===== src/rtl/seg7_pkg.sv =====
// rtl/seg7_pkg.sv - shared segment codes, FSM state type and decimal bound helper
// Contents: SEG_* active-low segment codes (bit 6 = g .. bit 0 = a), fsm_state_e,
//   pow10() constant function, seg_code() nibble decoder.
package seg7_pkg;

  localparam logic [6:0] SEG_0     = 7'b1000000;
  localparam logic [6:0] SEG_1     = 7'b1111001;
  localparam logic [6:0] SEG_2     = 7'b0100100;
  localparam logic [6:0] SEG_3     = 7'b0110000;
  localparam logic [6:0] SEG_4     = 7'b0011001;
  localparam logic [6:0] SEG_5     = 7'b0010010;
  localparam logic [6:0] SEG_6     = 7'b0000010;
  localparam logic [6:0] SEG_7     = 7'b1111000;
  localparam logic [6:0] SEG_8     = 7'b0000000;
  localparam logic [6:0] SEG_9     = 7'b0010000;
  localparam logic [6:0] SEG_A     = 7'b0001000;
  localparam logic [6:0] SEG_B     = 7'b0000011;
  localparam logic [6:0] SEG_C     = 7'b1000110;
  localparam logic [6:0] SEG_D     = 7'b0100001;
  localparam logic [6:0] SEG_E     = 7'b0000110;
  localparam logic [6:0] SEG_F     = 7'b0001110;
  localparam logic [6:0] SEG_DASH  = 7'b0111111;
  localparam logic [6:0] SEG_BLANK = 7'b1111111;

  typedef enum logic [1:0] {IDLE, CONV, COMMIT} fsm_state_e;

  function automatic logic [63:0] pow10(input int n);
    logic [63:0] r;
    r = 64'd1;
    for (int i = 0; i < n; i++) r = r * 64'd10;
    return r;
  endfunction

  // Letters only appear when the digit was loaded as a raw hex nibble.
  function automatic logic [6:0] seg_code(input logic [3:0] nib, input logic hex);
    logic [6:0] s;
    case (nib)
      4'h0: s = SEG_0;
      4'h1: s = SEG_1;
      4'h2: s = SEG_2;
      4'h3: s = SEG_3;
      4'h4: s = SEG_4;
      4'h5: s = SEG_5;
      4'h6: s = SEG_6;
      4'h7: s = SEG_7;
      4'h8: s = SEG_8;
      4'h9: s = SEG_9;
      4'hA: s = hex ? SEG_A : SEG_BLANK;
      4'hB: s = hex ? SEG_B : SEG_BLANK;
      4'hC: s = hex ? SEG_C : SEG_BLANK;
      4'hD: s = hex ? SEG_D : SEG_BLANK;
      4'hE: s = hex ? SEG_E : SEG_BLANK;
      default: s = hex ? SEG_F : SEG_BLANK;
    endcase
    return s;
  endfunction

endpackage


===== src/rtl/seg7_multi_driver_if.sv =====
// rtl/seg7_multi_driver_if.sv - value handshake bundle between producer and display driver
// Signals: num (BIN_W), num_valid, num_ready; hex_mode when HEX_MODE_EN is defined.
interface seg7_multi_driver_if #(
  parameter int BIN_W = 27
) ();
  logic [BIN_W-1:0] num;
  logic             num_valid;
  logic             num_ready;
`ifdef HEX_MODE_EN
  logic             hex_mode;

  modport master (output num, output num_valid, output hex_mode, input num_ready);
  modport slave  (input num, input num_valid, input hex_mode, output num_ready);
`else
  modport master (output num, output num_valid, input num_ready);
  modport slave  (input num, input num_valid, output num_ready);
`endif
endinterface


===== src/rtl/seg7_multi_driver_bin2bcd_seq.sv =====
// rtl/seg7_multi_driver_bin2bcd_seq.sv - sequential double-dabble binary to BCD engine
// Ports: clk, rst_n (async active-low), start_i loads bin_i, done_o is high during the
//   cycle whose closing edge performs the last shift, bcd_o holds the result afterwards.
module bin2bcd_seq #(
  parameter int BIN_W      = 27,
  parameter int NUM_DIGITS = 8
) (
  input  logic                    clk,
  input  logic                    rst_n,
  input  logic                    start_i,
  input  logic [BIN_W-1:0]        bin_i,
  output logic                    done_o,
  output logic [4*NUM_DIGITS-1:0] bcd_o
);
  localparam int BCD_W = 4 * NUM_DIGITS;
  localparam int CNT_W = $clog2(BIN_W + 1);

  logic             run_q;
  logic [CNT_W-1:0] cnt_q;
  logic [BIN_W-1:0] sh_q;
  logic [BCD_W-1:0] bcd_q;
  logic [BCD_W-1:0] adj;

  // Add 3 to every nibble above 4 before the shift so it carries correctly into decimal.
  always_comb begin
    adj = bcd_q;
    for (int i = 0; i < NUM_DIGITS; i++) begin
      if (bcd_q[4*i +: 4] > 4'd4) adj[4*i +: 4] = bcd_q[4*i +: 4] + 4'd3;
    end
  end

  // Signalled one cycle early so the caller can move to its commit on the final edge.
  assign done_o = run_q && (cnt_q == CNT_W'(BIN_W - 1));
  assign bcd_o  = bcd_q;

  always_ff @(posedge clk or negedge rst_n) begin
    if (!rst_n) begin
      run_q <= 1'b0;
      cnt_q <= '0;
      sh_q  <= '0;
      bcd_q <= '0;
    end else if (start_i) begin
      run_q <= 1'b1;
      cnt_q <= '0;
      sh_q  <= bin_i;
      bcd_q <= '0;
    end else if (run_q) begin
      bcd_q <= {adj[BCD_W-2:0], sh_q[BIN_W-1]};
      sh_q  <= sh_q << 1;
      cnt_q <= cnt_q + 1'b1;
      if (done_o) run_q <= 1'b0;
    end
  end
endmodule


===== src/rtl/seg7_multi_driver.sv =====
// rtl/seg7_multi_driver.sv - multiplexed NUM_DIGITS 7-segment driver with sequential BCD conversion
// Optional feature macro HEX_MODE_EN: bus.hex_mode=1 at acceptance loads raw hex nibbles.
// Ports: clock_100, reset (async active-low); bus (num/num_valid/num_ready);
//   blank_lz, dp_mask in; controls, dp, seg_ctrl (active-low pins), busy, overflow out.
module seg7_multi_driver
  import seg7_pkg::*;
#(
  parameter int NUM_DIGITS = 8,
  parameter int BIN_W      = 27,
  parameter int DIV_COUNT  = 12500
) (
  input  logic                  clock_100,
  input  logic                  reset,
  seg7_multi_driver_if.slave    bus,
  input  logic                  blank_lz,
  input  logic [NUM_DIGITS-1:0] dp_mask,
  output logic [6:0]            controls,
  output logic                  dp,
  output logic [NUM_DIGITS-1:0] seg_ctrl,
  output logic                  busy,
  output logic                  overflow
);
  localparam int BCD_W = 4 * NUM_DIGITS;
  localparam int IDX_W = (NUM_DIGITS > 1) ? $clog2(NUM_DIGITS) : 1;
  localparam int PRE_W = $clog2(DIV_COUNT);
  localparam logic [63:0] MAX_VAL = pow10(NUM_DIGITS) - 64'd1;

  fsm_state_e            state_q, state_d;
  logic                  accept, hex_sel, conv_start, conv_done, commit_hex;
  logic [BCD_W-1:0]      conv_bcd, commit_data;
  logic                  ovf_cap_q;
  logic [BCD_W-1:0]      buf_q;
  logic                  buf_ovf_q, buf_hex_q;
  logic [PRE_W-1:0]      pre_q, pre_d;
  logic                  tick;
  logic [IDX_W-1:0]      idx_q, idx_d;
  logic [6:0]            controls_q, controls_d;
  logic                  dp_q, dp_d;
  logic [NUM_DIGITS-1:0] seg_ctrl_q, seg_ctrl_d;
  logic [NUM_DIGITS-1:0] upper_zero;
  logic                  zero_run;
  logic [3:0]            nib [NUM_DIGITS];

  assign accept     = bus.num_valid & bus.num_ready;
  assign conv_start = accept & ~hex_sel;

  // ---------------- conversion FSM ----------------
  always_ff @(posedge clock_100 or negedge reset) begin
    if (!reset) state_q <= IDLE;
    else        state_q <= state_d;
  end

  always_comb begin
    state_d = state_q;
    case (state_q)
      IDLE:    if (accept) state_d = hex_sel ? COMMIT : CONV;
      CONV:    if (conv_done) state_d = COMMIT;
      COMMIT:  state_d = IDLE;
      default: state_d = IDLE;
    endcase
  end

  always_comb begin
    bus.num_ready = (state_q == IDLE);
    busy          = (state_q != IDLE);
  end

  bin2bcd_seq #(
    .BIN_W      (BIN_W),
    .NUM_DIGITS (NUM_DIGITS)
  ) u_bin2bcd (
    .clk     (clock_100),
    .rst_n   (reset),
    .start_i (conv_start),
    .bin_i   (bus.num),
    .done_o  (conv_done),
    .bcd_o   (conv_bcd)
  );

`ifdef HEX_MODE_EN
  logic [BCD_W-1:0] hold_q;
  logic             hex_cap_q;

  assign hex_sel = bus.hex_mode;

  always_ff @(posedge clock_100 or negedge reset) begin
    if (!reset) begin
      hold_q    <= '0;
      hex_cap_q <= 1'b0;
    end else if (accept) begin
      hold_q    <= BCD_W'(bus.num);
      hex_cap_q <= bus.hex_mode;
    end
  end

  assign commit_hex  = hex_cap_q;
  assign commit_data = hex_cap_q ? hold_q : conv_bcd;
`else
  assign hex_sel     = 1'b0;
  assign commit_hex  = 1'b0;
  assign commit_data = conv_bcd;
`endif

  // Overflow is judged on the accepted binary value; the BCD of an out-of-range value
  // is truncated but never shown, since dashes replace every digit.
  always_ff @(posedge clock_100 or negedge reset) begin
    if (!reset) begin
      ovf_cap_q <= 1'b0;
      buf_q     <= '0;
      buf_ovf_q <= 1'b0;
      buf_hex_q <= 1'b0;
    end else begin
      if (accept) ovf_cap_q <= ~hex_sel & (64'(bus.num) > MAX_VAL);
      if (state_q == COMMIT) begin
        buf_q     <= commit_data;
        buf_ovf_q <= ovf_cap_q;
        buf_hex_q <= commit_hex;
      end
    end
  end

  assign overflow = buf_ovf_q;

  // ---------------- scan ----------------
  always_comb begin
    pre_d = pre_q + 1'b1;
    tick  = 1'b0;
    if (pre_q == PRE_W'(DIV_COUNT - 1)) begin
      pre_d = '0;
      tick  = 1'b1;
    end
  end

  always_comb begin
    idx_d = idx_q;
    if (tick) idx_d = (idx_q == IDX_W'(NUM_DIGITS - 1)) ? '0 : idx_q + 1'b1;
  end

  for (genvar g = 0; g < NUM_DIGITS; g++) begin : g_nib
    assign nib[g] = buf_q[4*g +: 4];
  end

  // upper_zero[i]: every digit from i up to the most significant one is zero.
  always_comb begin
    upper_zero = '0;
    zero_run   = 1'b1;
    for (int i = NUM_DIGITS - 1; i >= 0; i--) begin
      zero_run      = zero_run & (nib[i] == 4'd0);
      upper_zero[i] = zero_run;
    end
  end

  // Decoded for the digit about to be selected so anode and segments switch together.
  always_comb begin
    controls_d = seg_code(nib[idx_d], buf_hex_q);
    if (buf_ovf_q) controls_d = SEG_DASH;
    else if (blank_lz && (idx_d != '0) && upper_zero[idx_d]) controls_d = SEG_BLANK;
    dp_d       = ~dp_mask[idx_d];
    seg_ctrl_d = ~(NUM_DIGITS'(1) << idx_d);
  end

  always_ff @(posedge clock_100 or negedge reset) begin
    if (!reset) begin
      pre_q      <= '0;
      idx_q      <= '0;
      controls_q <= SEG_BLANK;
      dp_q       <= 1'b1;
      seg_ctrl_q <= '1;
    end else begin
      pre_q <= pre_d;
      if (tick) begin
        idx_q      <= idx_d;
        controls_q <= controls_d;
        dp_q       <= dp_d;
        seg_ctrl_q <= seg_ctrl_d;
      end
    end
  end

  assign controls = controls_q;
  assign dp       = dp_q;
  assign seg_ctrl = seg_ctrl_q;
endmodule


===== src/flat_wrapper.sv =====
// flat-port wrapper written by rule: the top's interface ports become plain ports
module seg7_multi_driver_flat import seg7_pkg::*;
#(
  parameter int NUM_DIGITS = 8,
  parameter int BIN_W      = 27,
  parameter int DIV_COUNT  = 12500
)
  (clock_100, reset, blank_lz, dp_mask, controls, dp, seg_ctrl, busy, overflow, bus_num, bus_num_valid, bus_num_ready);
  seg7_multi_driver_if #(.BIN_W(BIN_W)) bus_i ();
  input  logic clock_100;
  input  logic reset;
  input  logic blank_lz;
  input  logic [NUM_DIGITS-1:0] dp_mask;
  output logic [6:0] controls;
  output logic dp;
  output logic [NUM_DIGITS-1:0] seg_ctrl;
  output logic busy;
  output logic overflow;
  input wire logic [$bits(bus_i.num)-1:0] bus_num;
  input wire logic [$bits(bus_i.num_valid)-1:0] bus_num_valid;
  output wire logic [$bits(bus_i.num_ready)-1:0] bus_num_ready;
  assign bus_i.num = bus_num;
  assign bus_i.num_valid = bus_num_valid;
  assign bus_num_ready = bus_i.num_ready;
  seg7_multi_driver #(.NUM_DIGITS(NUM_DIGITS), .BIN_W(BIN_W), .DIV_COUNT(DIV_COUNT)) u_core (.clock_100(clock_100), .reset(reset), .bus(bus_i), .blank_lz(blank_lz), .dp_mask(dp_mask), .controls(controls), .dp(dp), .seg_ctrl(seg_ctrl), .busy(busy), .overflow(overflow));
endmodule

===== config.mk =====
export PLATFORM = sky130hd
export DESIGN_NAME = seg7_multi_driver_flat
export DESIGN_NICKNAME = d
export VERILOG_FILES = /design/src/rtl/seg7_pkg.sv /design/src/rtl/seg7_multi_driver_if.sv /design/src/rtl/seg7_multi_driver_bin2bcd_seq.sv /design/src/rtl/seg7_multi_driver.sv /design/src/flat_wrapper.sv
export SDC_FILE = /design/constraint.sdc
export NUM_CORES = 1
export LEC_CHECK = 0
export ABC_AREA = 1
export CAP_MARGIN = 20
export CORE_MARGIN = 4
export CORE_UTILIZATION = 40
export DETAILED_ROUTE_END_ITERATION = 16
export PLACE_DENSITY_LB_ADDON = 0.3
export SYNTH_ARGS = -nofsm -noshare
export SYNTH_HDL_FRONTEND = slang
export SYNTH_SLANG_ARGS = --single-unit

===== constraint.sdc =====
create_clock -name clock_100 -period 2.53 [get_ports clock_100]
set_input_delay 0.506 -clock clock_100 [delete_from_list [all_inputs] [get_ports clock_100]]
set_output_delay 0.506 -clock clock_100 [all_outputs]
set_load 0.01 [all_outputs]

### After elaboration in Yosys (flattened, before gate mapping)

Index checks and enable logic that the tools add are counted.

* mux-type cells: 34
* $lt $le $gt $ge: 11
* shift-type cells: 1
* bitwise logic cells: 11
* reductions and logical operators: 17
* $add $sub $neg: 11
* eq/ne operators: 16

Operators by type and width (count)
* 7-bit one-hot mux with 10 select lines: 1
* 32-bit 2-to-1 mux: 2
* 27-bit 2-to-1 mux: 2
* 4-bit zero test: 9
* 4-bit 2-to-1 mux: 9
* 4-bit by 3-bit greater-than comparator with 1-bit output (second input constant): 8
* 4-bit by 2-bit adder with 4-bit output (second input constant): 7
* 27-bit greater-than comparator (second input constant): 1
* 4-bit by 3-bit == test with 1-bit output (second input constant): 4
* 14-bit by 1-bit adder with 14-bit output (second input constant): 1
* 14-bit == test (second input constant): 1
* 14-bit 2-to-1 mux: 1
* 7-bit 2-to-1 mux: 2
* 4-bit binary-select mux with 3-bit select: 1
* 5-bit 2-to-1 mux: 2
* 3-bit 2-to-1 mux: 3
* 1-bit AND: 8
* 4-bit by 2-bit == test with 1-bit output (second input constant): 2
* 4-bit == test (second input constant): 2
* 8-bit NOT: 1
* 1-bit by 3-bit left shift with 8-bit output (first input constant): 1
* 1-bit binary-select mux with 3-bit select: 2
* 1-bit 2-to-1 mux: 6
* 5-bit by 1-bit adder with 5-bit output (second input constant): 1
* 20 further kinds: 24

* bits of input ports: 39
* register bits after elaboration: 134
* word-level logic and storage cells: 114
* output and inout bits: 19

### Logic depth before layout (Yosys ltp)

* depth after elaboration: 13
* gate-level depth with buffers: 20
* mapped depth without buffers: 20

### Hierarchy

A second synthesis with hierarchy kept.

* cells, all modules: 952
* area total of the unflattened synthesis: 7324.5 um^2

Modules (own cells, without submodules)
* seg7_multi_driver: area an instance 3952.5 um^2, instances 1, cells an instance 534, sequential area each 1746.7 um^2
* bin2bcd_seq: area an instance 3372.0 um^2, instances 1, cells an instance 418, sequential area each 1626.6 um^2

### Worst setup path after synthesis

OpenSTA, ideal clock, no wires.

* path kind: register to register
* from: register u_core.idx_q[0]
* to: register u_core.controls_q[0] (netlist: u_core.controls[0])
* setup slack: 0.452 ns
* cell stages (with the launch flop): 18
* setup time: 0.078 ns
* period minus slack after synthesis: 2.078 ns
* required time: 2.452 ns
* data arrival time: 2.001 ns
* cells stage by stage: dfrtp_1 > ha_1 > ha_1 > nor2_1 > inv_1 > nand3_2 > buf_2 > nand3_1 > nand2_1 > nand2_1 > nand3_1 > nand2_2 > nand2_2 > clkinv_1 > nand2_1 > nand3_1 > nand2_1 > nand2_1

* longest elaborated chain between the ends: 11
* elaborated cells between the ends (all ways): 26
* those cells by class: add/sub (1); eq/ne (10); mux (10); bitwise (1); reduce/logical (4)

RTL lines
* start, declared: RTL line seg7_multi_driver.sv:36 `logic [IDX_W-1:0] idx_q, idx_d;`
* start signal, assigned: RTL line seg7_multi_driver.sv:172 `idx_q <= idx_d;`
* 3-bit by 1-bit adder with 3-bit output or 3-bit == test (tied branches): RTL line seg7_multi_driver.sv:136 `if (tick) idx_d = (idx_q == IDX_W'(NUM_DIGITS - 1)) ? '0 : idx_q + 1'b1;`
* 3-bit 2-to-1 mux: RTL line seg7_multi_driver.sv:136
* 3-bit 2-to-1 mux (*): RTL line seg7_multi_driver.sv:136
* 3-bit NOT with 4-bit output (implied by the code): RTL line seg7_multi_driver.sv:155 `controls_d = seg_code(nib[idx_d], buf_hex_q);`
* 4-bit binary-select mux with 3-bit select: RTL line seg7_multi_driver.sv:155
* 4-bit 2-to-1 mux (implied by the code) (2 in a row): RTL line seg7_multi_driver.sv:155
* 4-bit == test, or another cell as far along: RTL line seg7_pkg.sv:37 `case (nib)`
* 7-bit one-hot mux with 10 select lines: RTL line seg7_pkg.sv:37
* 7-bit 2-to-1 mux (*): RTL line seg7_multi_driver.sv:157 `else if (blank_lz && (idx_d != '0) && upper_zero[idx_d]) controls_d = SEG_BLANK;`
* 7-bit 2-to-1 mux (*): RTL line seg7_multi_driver.sv:156 `if (buf_ovf_q) controls_d = SEG_DASH;`
* end signal, assigned: RTL line seg7_multi_driver.sv:173 `controls_q <= controls_d;`
* end, declared: RTL line seg7_multi_driver.sv:37 `logic [6:0] controls_q, controls_d;`

Mark *: on every way between the ends. The rest lies on a longest branch, timed or not. The select of a mux whose other input is x is not followed.
A chain may end at the register's enable or synchronous reset.

### Worst setup path in the final report

* from: register u_core.idx_q[0]
* to: register u_core.controls_q[3] (netlist: u_core.controls[3])

Same word-level chain as after synthesis.

==> metrics.yaml <==
fin_tns_setup_ns: 0
synth-seq-cells: 134
drt-pass1-iter-count: 4
ys_seq_area_share_pct: 48.9
ant_nets: 0
syn_nets: 921
slew_viol_final: 0
cp-end-kind: "register"
grt_pass1_vias: 5433
clk_pin_slew_ns: 0.06
cp.arrival_ns: 2.64
synth-compound-area-share_pct: 13.6
layout_common_cells: "nand2_1, dfrtp_1, inv_1"
totalWireLength_mm: 15.1
io_buffers: 57
post-route-period-util_pct: 90.5
setup_ws_ns: 0.240
synth_mux_area_share_pct: 0.163
synthSimpleGateAreaFrac_pct: 25.7
ir_drop_v: 0.000624
track_usage_pct: 16.1
grt_max_degree: 55
num_io_pins: 58
p_total_uw: 7820
die_x_microns: 139
relSlewSlack_pct: 44.5
die_height_microns: 139
drt_iter0_drc: 368
ys.warnings.count: 0
startpoint: "u_core.idx_q[0]"
clockBufferDepth: 2
holdWs_ns: 0.0461
syn_area_per_cell_sq_um: 7.94
place.gp.congestion: 0.906
p_leak_uw: 0.00407
syn-cell-area_sq_um: 6900
synth.distinct_cells: 43
fin_nets: 986
post-route-drc-count: 0
rsz0062_at_grt: "false"
area_growth_pct: 21.6
worst_pin_slew_ns: 0.831
reg2reg_depth: 17
crit_type: "reg2reg"
rrSetupSlack_ns: 0.24
synth_cells: 869
vias_per_cell: 4.93
synth-xor-area-share_pct: 0.761
overflow: 0
maxCapViolCount: 0
grt_pass1_wl_mm: 26.1
final_layout_size_suffix_gt1_share_pct: 11.2
place_hpwl_mm: 10.8
crit_required_ns: 2.88
finalSetupViolCount: 0
wire_per_inst_microns: 13.0
antenna_found_initial: 0
endpoint: "u_core.controls[3]"
insertion_delay_ns: 0.42
max_freq_mhz: 437
r2r-end: "u_core.controls[3]"
final_common_cell: "nand2_1"
design_area_sq_um: 8390
die-area_sq_um: 19400
pre_cts_ws_ns: 0.188
vias: 5759
final-hold-violation-count: 0
core_sq_um: 16800
tritoncts: "built"
skew_ns: 0.0115
cts-hold-fix-buffers: 0
worstReg2RegStart: "u_core.idx_q[0]"
fin_crit_ns: 2.29
status: "complete, no violations"
cts_made_buffers: 17
cp_max_fo: 5
power_density_nw_per_um2: 933
placement.cell_area_sq_um: 7740
yosys.area_share.adder_pct: 2.36
fillers: 1601
hold_path.class: "in2async"
initial_core_util_pct: 41.2
root_buffer: "clkbuf_16"
htree_levels: 4
critPathLaunchType: "register"
num_rows: 47
cts.sinks: 134
synth_top_family_by_area: "simple AND/OR/NAND/NOR gates"
diodes: 0
-- registers in the layout, summed over array words and instances (netlist names) --
| signal | flops |
|---|---|
| u_core.buf_q | 32 |
| u_core.idx_q | 3 |
| u_core.u_bin2bcd.run_q | 1 |
| u_core.state_q | 2 |
| u_core.u_bin2bcd.cnt_q | 5 |
| u_core.dp | 1 |
| u_core.seg_ctrl | 8 |
| u_core.overflow | 1 |
| u_core.controls | 7 |
| u_core.pre_q | 14 |
| u_core.u_bin2bcd.bcd_o | 32 |
| u_core.u_bin2bcd.sh_q | 27 |
| u_core.ovf_cap_q | 1 |
-- metal layers --
layer | share of wire [%] | GRT usage (%) | vias to the layer above
li1 | - | - | 2967
met1 | 51 | 23.3 | 2672
met2 | 44 | 23.9 | 107
met3 | 3.8 | 4.08 | 13
met4 | 0.99 | 4.58 | 0
met5 | 0 | 0 | -
-- where the power goes --
group	switching [uW]	internal, uW
registers	260	2710
logic	1500	921
clock network	935	1510
-- worst max-delay path: stages, from the launching register on --
cell      delay, ns
dfrtp_1        0.41
ha_1           0.21
ha_1           0.22
nor2_2         0.13
inv_1          0.08
nand3_4        0.14
buf_4          0.15
nand3_1        0.07
nand2_1        0.08
nand2_1        0.08
nand3_2        0.09
nand2_2        0.08
nand2_2        0.10
clkinv_1       0.08
nand2_1        0.06
nand3_1        0.07
nand2_1        0.08
nand2_1        0.06
-- cell families after synthesis --
family / after synthesis
xor gates and xnor gates: 6
DFF: 134
buffers and inverters: 149
muxes: 1
adders and majority gates: 13
and+or+nand+nor: 408
AOI/OAI and AO/OA: 158
-- how the worst min path moves through the flow --
stage | start | endpoint
2_1_floorplan | reset | u_core.buf_q[0]
3_3_place_gp | u_core.pre_q[0] | u_core.pre_q[0]
3_5_place_dp | u_core.controls[2] | u_core.controls[2]
4_1_cts | reset | u_core.u_bin2bcd.bcd_o[30]
5_1_grt | reset | u_core.buf_q[28]
6_report | reset | u_core.buf_q[28]
-- Yosys cell counts (all sizes together) --
library cell | number | area (sq um)
nand2 | 255 | 1010
nand3b | 2 | 15.0
o221ai | 11 | 96.3
buf | 8 | 65.1
nor4 | 4 | 25.0
nor3b | 1 | 7.51
clkinv | 3 | 11.3
a221oi | 1 | 8.76
nand3 | 54 | 280
a22oi | 1 | 7.51
clkbuf | 21 | 78.8
o31ai | 1 | 7.51
dfstp | 16 | 420
or2 | 4 | 25.0
o211ai | 12 | 90.1
o22ai | 30 | 188
o2111ai | 1 | 8.76
nand4 | 7 | 43.8
nor2 | 63 | 267
ha | 13 | 163
inv | 117 | 439
xor2 | 6 | 52.6
o221a | 1 | 11.3
o21ai | 82 | 425
mux2 | 1 | 11.3
and2 | 6 | 37.5
a21oi | 18 | 93.8
nor3 | 12 | 60.1
dfrtp | 118 | 2950
-- area by class of cell --
type	count	area (sq um)	area share [%]
Sequential cell	134	3370	40.2
Timing Repair Buffer	75	732	8.72
Clock inverter	10	120	1.43
Clock buffer	22	464	5.53
Inverter	120	453	5.40
Multi-Input combinational cell	586	2970	35.4
Tap cell	220	275	3.28
-- what timing repair did --
action                                  4_1_cts  5_1_grt
gates resized for setup                       0        7
endpoints found under the setup margin        0        7
hold endpoints to repair                      0        0
buffers inserted                              0        3
-- metrics by stage --
stage / std cells / utilization, %
2_1_floorplan: 869 / -
3_3_place_gp: 1132 / 46.2
3_5_place_dp: 1132 / 46.2
4_1_cts: 1164 / 49.7
5_1_grt: 1167 / 50.1
6_report: 1167 / 50.1
(Power assumes the default switching activity.)
